<file path="src/rtl/fifo_burst_reader.sv">
// fifo_burst_reader: reads a programmed burst from a FIFO read port into a 2-entry buffer and streams it out on valid/ready.
// Optional empty-stall timeout is enabled by defining FIFO_BURST_READER_TIMEOUT_EN.
module fifo_burst_reader #(
    parameter int WIDTH   = 8,
    parameter int CNT_W   = 8,
    parameter int TIMEOUT = 64
) (
    input  logic             rd_clk,
    input  logic             res,
    input  logic             start,
    input  logic [CNT_W-1:0] burst_len,
    input  logic             empty,
    input  logic             underflow,
    input  logic [WIDTH-1:0] rdata,
    output logic             rd_en,
    output logic             out_valid,
    output logic [WIDTH-1:0] out_data,
    input  logic             out_ready,
    output logic             busy,
    output logic             done,
    output logic [CNT_W-1:0] word_cnt,
    output logic             err_underflow,
    output logic             err_timeout
);
    typedef enum logic [1:0] {IDLE, READ, DRAIN, DONE} state_t;

    state_t           r_state;
    logic [CNT_W-1:0] r_req_left, r_word_cnt, w_req_next;
    logic [WIDTH-1:0] r_buf [2];
    logic [1:0]       r_cnt, w_occ;
    logic             r_rd_en_q, r_head, r_err_uf;
    logic             w_pop, w_push, w_space, w_tail, w_reissue, w_timeout;

    if (TIMEOUT < 1) begin : g_bad_timeout
        $error("TIMEOUT must be at least 1");
    end

    // Occupancy counts the word still in flight so the buffer can never overrun.
    assign w_occ      = r_cnt + {1'b0, r_rd_en_q};
    assign w_pop      = out_valid && out_ready;
    assign w_space    = (w_occ <= 2'd1) || (w_occ == 2'd2 && w_pop);
    assign rd_en      = (r_state == READ) && !empty && (r_req_left != '0) && w_space;
    assign w_reissue  = r_rd_en_q && underflow;
    assign w_push     = r_rd_en_q && !underflow;
    assign w_tail     = r_head ^ r_cnt[0];
    assign w_req_next = r_req_left - CNT_W'(rd_en) + CNT_W'(w_reissue);

    assign out_valid     = r_cnt != 2'd0;
    assign out_data      = r_buf[r_head];
    assign busy          = r_state != IDLE;
    assign done          = r_state == DONE;
    assign word_cnt      = r_word_cnt;
    assign err_underflow = r_err_uf;

`ifdef FIFO_BURST_READER_TIMEOUT_EN
    localparam int ST_W = $clog2(TIMEOUT + 1);
    logic [ST_W-1:0] r_stall;
    logic            r_err_to;

    assign w_timeout   = (r_state == READ) && empty && (r_req_left != '0) &&
                         (r_stall == ST_W'(TIMEOUT - 1));
    assign err_timeout = r_err_to;

    always_ff @(posedge rd_clk) begin
        if (!res || r_state != READ || rd_en) begin
            r_stall <= '0;
        end else if (empty && r_req_left != '0) begin
            r_stall <= r_stall + 1'b1;
        end
        if (!res || (r_state == IDLE && start)) begin
            r_err_to <= 1'b0;
        end else if (w_timeout) begin
            r_err_to <= 1'b1;
        end
    end
`else
    assign w_timeout   = 1'b0;
    assign err_timeout = 1'b0;
`endif

    always_ff @(posedge rd_clk) begin
        if (!res) begin
            r_state    <= IDLE;
            r_req_left <= '0;
            r_word_cnt <= '0;
            r_buf[0]   <= '0;
            r_buf[1]   <= '0;
            r_cnt      <= 2'd0;
            r_head     <= 1'b0;
            r_rd_en_q  <= 1'b0;
            r_err_uf   <= 1'b0;
        end else begin
            r_rd_en_q  <= rd_en;
            r_cnt      <= r_cnt + {1'b0, w_push} - {1'b0, w_pop};
            r_req_left <= w_timeout ? '0 : w_req_next;
            if (w_push) r_buf[w_tail] <= rdata;
            if (w_pop) r_head <= ~r_head;
            if (w_pop) r_word_cnt <= r_word_cnt + 1'b1;
            if (w_reissue) r_err_uf <= 1'b1;
            case (r_state)
                IDLE: if (start) begin
                    r_word_cnt <= '0;
                    r_err_uf   <= 1'b0;
                    r_req_left <= burst_len;
                    r_state    <= (burst_len != '0) ? READ : DONE;
                end
                READ: if (w_timeout || w_req_next == '0) r_state <= DRAIN;
                DRAIN: begin
                    if (w_req_next != '0) r_state <= READ;
                    else if (!r_rd_en_q && r_cnt == 2'd0 && r_req_left == '0) r_state <= DONE;
                end
                default: r_state <= IDLE;
            endcase
        end
    end
endmodule

</file>
<file path="config.mk">
export PLATFORM = sky130hd
export DESIGN_NAME = fifo_burst_reader
export DESIGN_NICKNAME = d
export VERILOG_FILES = /design/src/rtl/fifo_burst_reader.sv
export SDC_FILE = /design/constraint.sdc
export NUM_CORES = 1
export LEC_CHECK = 0
export ABC_AREA = 1
export CORE_ASPECT_RATIO = 1.1
export CORE_MARGIN = 2
export CORE_UTILIZATION = 52
export DETAILED_ROUTE_END_ITERATION = 12
export PLACE_DENSITY = 0.79
export REMOVE_ABC_BUFFERS = 1
export SLEW_MARGIN = 0
export SYNTH_ARGS = -nofsm -noshare
export SYNTH_HDL_FRONTEND = slang
export SYNTH_SLANG_ARGS = --single-unit
</file>
<file path="constraint.sdc">
create_clock -name rd_clk -period 3.4 [get_ports rd_clk]
set_input_delay 0.68 -clock rd_clk [delete_from_list [all_inputs] [get_ports rd_clk]]
set_output_delay 0.68 -clock rd_clk [all_outputs]
set_load 0.1 [all_outputs]
</file>
Word level (Yosys, flattened, before mapping):

Memory sizes are Yosys's and may differ from the RTL's. A register that Yosys moved wholly into a read port is not among the register bits.
Cells that the tools add are included.

* multiplexer cells: 23
* add/subtract/negate cells: 6
* bitwise logic cells: 2
* reductions and logical operators: 24
* magnitude comparators: 1
* equal/unequal tests: 7

Operators by type and width (count)
* $mux 8: 6
* $reduce_bool 8->1: 3
* $logic_not 8->1: 2
* $mux 1: 11
* $mux 2: 5
* $logic_and 1x1->1: 9
* $add 8x1->8: 1
* $add 8x1->8 const B: 1
* $reduce_or 8->1: 1
* $sub 8x1->8: 1
* $eq 2x2->1 const B: 3
* $pmux 2 s3: 1
* $add 2x1->2: 2
* $logic_not 2->1: 2
* $reduce_bool 2->1: 2
* $logic_not 1->1: 3
* $ne 3x3->1 const B: 1
* $reduce_and 3->1: 1
* $eq 2x1->1 const B: 1
* $le 2x1->1 const B: 1
* $ne 2x1->1 const B: 1
* $ne 2x2->1 const B: 1
* $sub 2x1->2: 1
* $logic_or 1x1->1: 1
* other kinds (2): 2

* bits of input ports: 22
* flip-flop bits (word level): 23
* memories: 1
* output and inout port bits: 22
* memory bits (writable): 16

Memories
* r_buf: words 2, width 8, rd ports 1, clocked after Yosys merged registers in 1, wr ports 2, line 29 `logic [WIDTH-1:0] r_buf [2];`

Longest topological paths before layout:

* depth in word-level cells: 10
* mapped depth: 25
* depth with buffers taken out: 25

Least setup slack after synthesis:

OpenSTA, ideal clock, no wires.

* kind: input to register
* start: input port out_ready
* end: register r_state[0]
* setup slack: -0.424 ns
* buffers on the path: 0
* cell stages on the path: 23
* arrival: 3.712 ns
* path through: inv_1 > nor2_4 > inv_2 > o21ai_0 > nand4_1 > inv_1 > ha_1 > inv_1 > ha_1 > inv_1 > fa_1 > inv_1 > nand2_1 > nand2_2 > nand3_1 > nand2_1 > nand3_4 > nor2_4 > nand3_1 > nor2_1 > nor2_1 > nor2_1 > nor2_1

* word-level cells in the longest chain between the ends: 9
* elaborated cells between the ends (all ways): 13

RTL lines
* start, declared: line 18 `input logic out_ready,`
* $logic_and 1x1->1 (*): line 40 `assign w_pop = out_valid && out_ready;`
* net w_pop: line 32 `logic w_pop, w_push, w_space, w_tail, w_reissue, w_timeout;`
* $logic_and 1x1->1 (*): line 41 `assign w_space = (w_occ <= 2'd1) || (w_occ == 2'd2 && w_pop);`
* $logic_or 1x1->1 (*): line 41
* $logic_and 1x1->1 (*): line 42 `assign rd_en = (r_state == READ) && !empty && (r_req_left != '0) && w_space;`
* net rd_en: line 15 `output logic rd_en,`
* $sub 8x1->8 (*): line 46 `assign w_req_next = r_req_left - CNT_W'(rd_en) + CNT_W'(w_reissue);`
* $add 8x1->8 (*): line 46
* $reduce_bool 8->1 / $logic_not 8->1 (equally long branches): line 109, 107
* $ne 3x3->1 (no source line) (tied with other cells)
* $reduce_and 3->1 (no source line) / $pmux 2 s3 (equally long branches)
* end signal, assigned: line 105 `r_state <= (burst_len != '0) ? READ : DONE;`
* end, declared: line 27 `state_t r_state;`

Mark *: on every way through the listed nets, which the timed path passes. The rest lies on a longest branch.
A chain may end at the register's enable or synchronous reset.

Final worst setup path:

* start: register r_req_left[4]
* end: register r_state[0]

* word-level cells in the longest chain between the ends: 8
* elaborated cells between the ends (all ways): 14

RTL lines
* start, declared: line 28 `logic [CNT_W-1:0] r_req_left, r_word_cnt, w_req_next;`
* start signal, assigned: line 95 `r_req_left <= w_timeout ? '0 : w_req_next;`
* start signal, assigned: line 104 `r_req_left <= burst_len;`
* $reduce_bool 8->1: line 42
* $logic_and 1x1->1 (2 in a row): line 42
* $sub 8x1->8: line 46
* $add 8x1->8: line 46
* $reduce_bool 8->1 / $logic_not 8->1 (equally long branches): line 109, 107
* $ne 3x3->1 (no source line) (tied with other cells)
* $reduce_and 3->1 (no source line) / $pmux 2 s3 (equally long branches)

Parallel ways exist; a longest one is shown, timed or not.

==> metrics.log <==
INFO  metric run_status = finished clean
INFO  metric most_frequent_standard_cell_in_the_layout_excluding_fill_and_tap_cells = nand2_1
INFO  metric dpl_cells = 416
INFO  metric post_drt_wl_per_cell = 11.79 um
INFO  metric power_per_cell_area = 994.7 nW/um2
INFO  metric highest_ir_drop_seen_on_vdd = about 710 uV
INFO  metric clock_tree.root_cell = clkbuf_8
INFO  metric ys.flop_type = dfxtp_1
INFO  metric io-pin-count = 44
INFO  metric post-synth-top-area-fraction = 19.90%
INFO  metric antennaDiodeCount = 0
INFO  metric coreArea = 4554 um2
INFO  metric dieWidth = 68.98 um
INFO  metric grt_antenna_before_repair = 0
INFO  metric ant_nets = 0
INFO  metric switching_fraction = 49.69%
INFO  metric synth_simple_gate_area_share = 28.50%
INFO  metric fmax = ~320 MHz
INFO  metric cts.hold.buffers_added = 0
INFO  metric final-hold-violation-count = 0
INFO  metric grt_overflow = 0
INFO  metric firstDrtPassIters = 4
INFO  metric place.gp.congestion = 0.8543
INFO  metric clkLatencyLatePin = approximately 0.29 ns
INFO  metric total_detailed_routing_wirelength = 5.058 mm
INFO  metric critical_path_arrival = 3.37 ns
INFO  metric initial_utilization = 53.02%
INFO  metric grt_util_overall = 21.02%
INFO  metric pin_count_of_the_biggest_net_entering_global_routing = 17
INFO  metric worst_setup_path_end_kind = register
INFO  metric clock_sink_total = 40
INFO  metric post_route_cells_drive_above_1_share = 26.27%
INFO  metric netlist_instances = 312
INFO  metric max-slew-margin-rel = 35.38%
INFO  metric layoutNonFillerInstCount = 429
INFO  metric timing.hold.worst.class = register to register
INFO  metric synth_sequential_area_ratio = between 30% and 40%
INFO  metric p_leak = 1.521 nW
INFO  metric netlist-cell-type-count = 35
INFO  metric worstSetupStartpointType = register
INFO  metric pwr-share-clk = 12.6%
INFO  metric syn_to_final_growth = 31.71%
INFO  metric postSynthAreaPerCell = 7.740 um2
INFO  metric cts_inserted_buffers = 5
INFO  metric total_power = around 3.2 mW
INFO  metric synth_mux_area_share = 3.731%
INFO  metric maxSlewViolCount = 0
INFO  metric die_h = roughly 75 um
INFO  metric yosysWarningCount = 0
INFO  metric most_frequent_cells_in_the_layout = 56 x nand2_1, 48 x nor2_1, 48 x inv_1
INFO  metric standard_cell_rows = 26
INFO  metric clk_pin_slew = roughly 0.080 ns
INFO  metric p_sw = between 1.5 and 2 mW
INFO  metric post_synth_fa_ha_maj_area_fraction = 8.601%
INFO  metric floorplan.die_area = 5206 um2
INFO  metric htree_levels = 2
INFO  metric nNetsFinal = 410
INFO  metric syn_area = 2415 um2
INFO  metric clock_tree.buffer_depth = 2
INFO  metric synth-edff-count = 16
INFO  metric synthXorXnorAreaFrac = under 10%
INFO  metric num-fill-cells = 367
INFO  metric period_minus_slack = 3.175 ns
INFO  metric post-route-drc-count = 0
INFO  metric sequential_cell_fraction_of_total_power = approximately a fifth
INFO  metric total_number_of_vias = 2,150
INFO  metric yosys.area.top_type = dfxtp_1
INFO  metric clock-skew-final = 0.005471 ns
INFO  metric worstMarginPinSlew = 0.9662 ns
INFO  metric timing_worst_setup_path_type = register to register
INFO  metric post_drt_via_cell_ratio = 5.012
INFO  metric cap_violations = 0
INFO  metric cts_tree = yes
INFO  metric share_of_flip_flops_with_an_asynchronous_set_or_reset = 0%
INFO  metric share_comb_of_total_power = 66.3%
INFO  metric finalSetupViolations = 0
INFO  metric synth_area_leaders = dfxtp_1 20%, edfxtp_1 20%, nand2_1 9.0%
INFO  metric portBuffers = 42
INFO  metric via_count_of_the_first_global_routing_pass = slightly below 2,000
INFO  metric crit_path_max_fanout = 2
INFO  metric cellInternalPower = roughly 1.6 mW
INFO  metric initial_drc_count = 100
INFO  metric min_period_over_period = between 90% and 100%
INFO  metric wire_length_of_the_first_global_routing_pass = 8.142 mm
INFO  metric critical_path_required = around 3.6 ns
INFO  metric synth_top_family_by_area = simple AND/OR/NAND/NOR gates
INFO  metric synth_compound_area_share = 8.135%
INFO  metric dp_hpwl = 3.813 mm
INFO  metric postSynthRegisterBits = 40
[kinds of logic (layout without fill, tap and decap cells)]
logic type,count (synthesis),count (layout)
XOR/XNOR,3,3
buffers and inverters,63,124
AO/OA/AOI/OAI,32,32
flip-flops,40,40
multiplexers,8,8
AND/OR/NAND/NOR,149,149
adder cells (fa/ha/maj),16,16
other,1,1
[metrics by stage]
stage                     setup TNS, ns  hold slack [ns]  util, %  setup slack (ns)  cell area [um2]
after floorplan                  -1.101           0.4540        -           -0.4245             2395
after global placement          -0.5722           0.4639    64.29           -0.2467             2928
after detailed placement        -0.8376           0.4847    64.29           -0.3225             2928
after global routing           -0.05070           0.5249    69.84          -0.03210             3181
after CTS                             0           0.5012    66.87          0.009279             3045
final                                 0           0.5030    69.84            0.2255             3181
[path summary, 6_finish.rpt]
kind / cells after the start / endpoint / from / slack [ns]
worst max-delay path: 20 / r_state[0] / r_req_left[4] / 0.23
worst min-delay path: 2 / word_cnt[7] / word_cnt[7] / 0.50
worst min register to register: 2 / word_cnt[7] / word_cnt[7] / 0.50
worst max register to register: 20 / r_state[0] / r_req_left[4] / 0.23
[state kept, by name, summed over array words and instances, names as in the netlist, named ones only]
register and flops:
r_req_left 8, r_head 1, r_state 2, r_cnt 2
word_cnt 8, r_buf 16, err_underflow 1, r_rd_en_q 1
[routing by layer]
layer  wire [um]  global-route usage, %
met1        2176                  26.05
met2        2488                  36.22
met3         294                  4.284
met4          99                  7.407
met5           0                      0
[critical path: stages, from the launching register on]
cell and delay, ns:
dfxtp_2 0.33, inv_2 0.09, ha_4 0.14, nand3_2 0.07, or3_4 0.34, nand4_1 0.13, inv_2 0.05, ha_1 0.28
inv_1 0.06, ha_2 0.18, inv_2 0.04, fa_2 0.54, nand2_1 0.09, nor2_4 0.13, nand3_1 0.09, nor2_1 0.12
nand2_1 0.07, nor2_1 0.11, o211ai_1 0.10, nand2_1 0.08, nor2_1 0.04
[what timing repair did]
| item | CTS | global route |
|---|---|---|
| hold endpoints to repair | 0 | 0 |
| setup endpoints to repair | 2 | 3 |
| resized for setup | 2 | 32 |
| gates cloned | 0 | 0 |
| pin swaps | 1 | 15 |
| buffers inserted | 0 | 5 |
[synth_stat cells (all sizes together), types with 3 or more instances]
cell    number
ha          15
nand3       21
edfxtp      16
o21ai       11
nand2       67
dfxtp       24
a21oi       13
o211ai       6
nor2        53
inv         59
mux2         8
nor3         3
[power groups by stage]
| stage | registers, mW | logic [mW] | clock network, mW |
|---|---|---|---|
| after detailed placement | 0.668 | 1.87 | 0 |
| after CTS | 0.657 | 1.89 | 0.406 |
| final | 0.667 | 2.10 | 0.399 |
| after global placement | 0.666 | 1.84 | 0 |
| after global routing | 0.682 | 2.33 | 0.421 |
| after floorplan | 0.691 | 1.41 | 0 |
[layout make-up]
type                    count  area (um2)  share of cell area, %
repair buffers             57       503.0                  15.81
clock buffers               5       68.82                  2.164
flip-flops and latches     40       965.9                  30.37
multi-input cells         209        1305                  41.03
well taps                  56       70.07                  2.203
clock inverters             3       46.29                  1.456
inverters                  59       221.5                  6.963
Note: power is estimated with default switching activity, not from simulation.
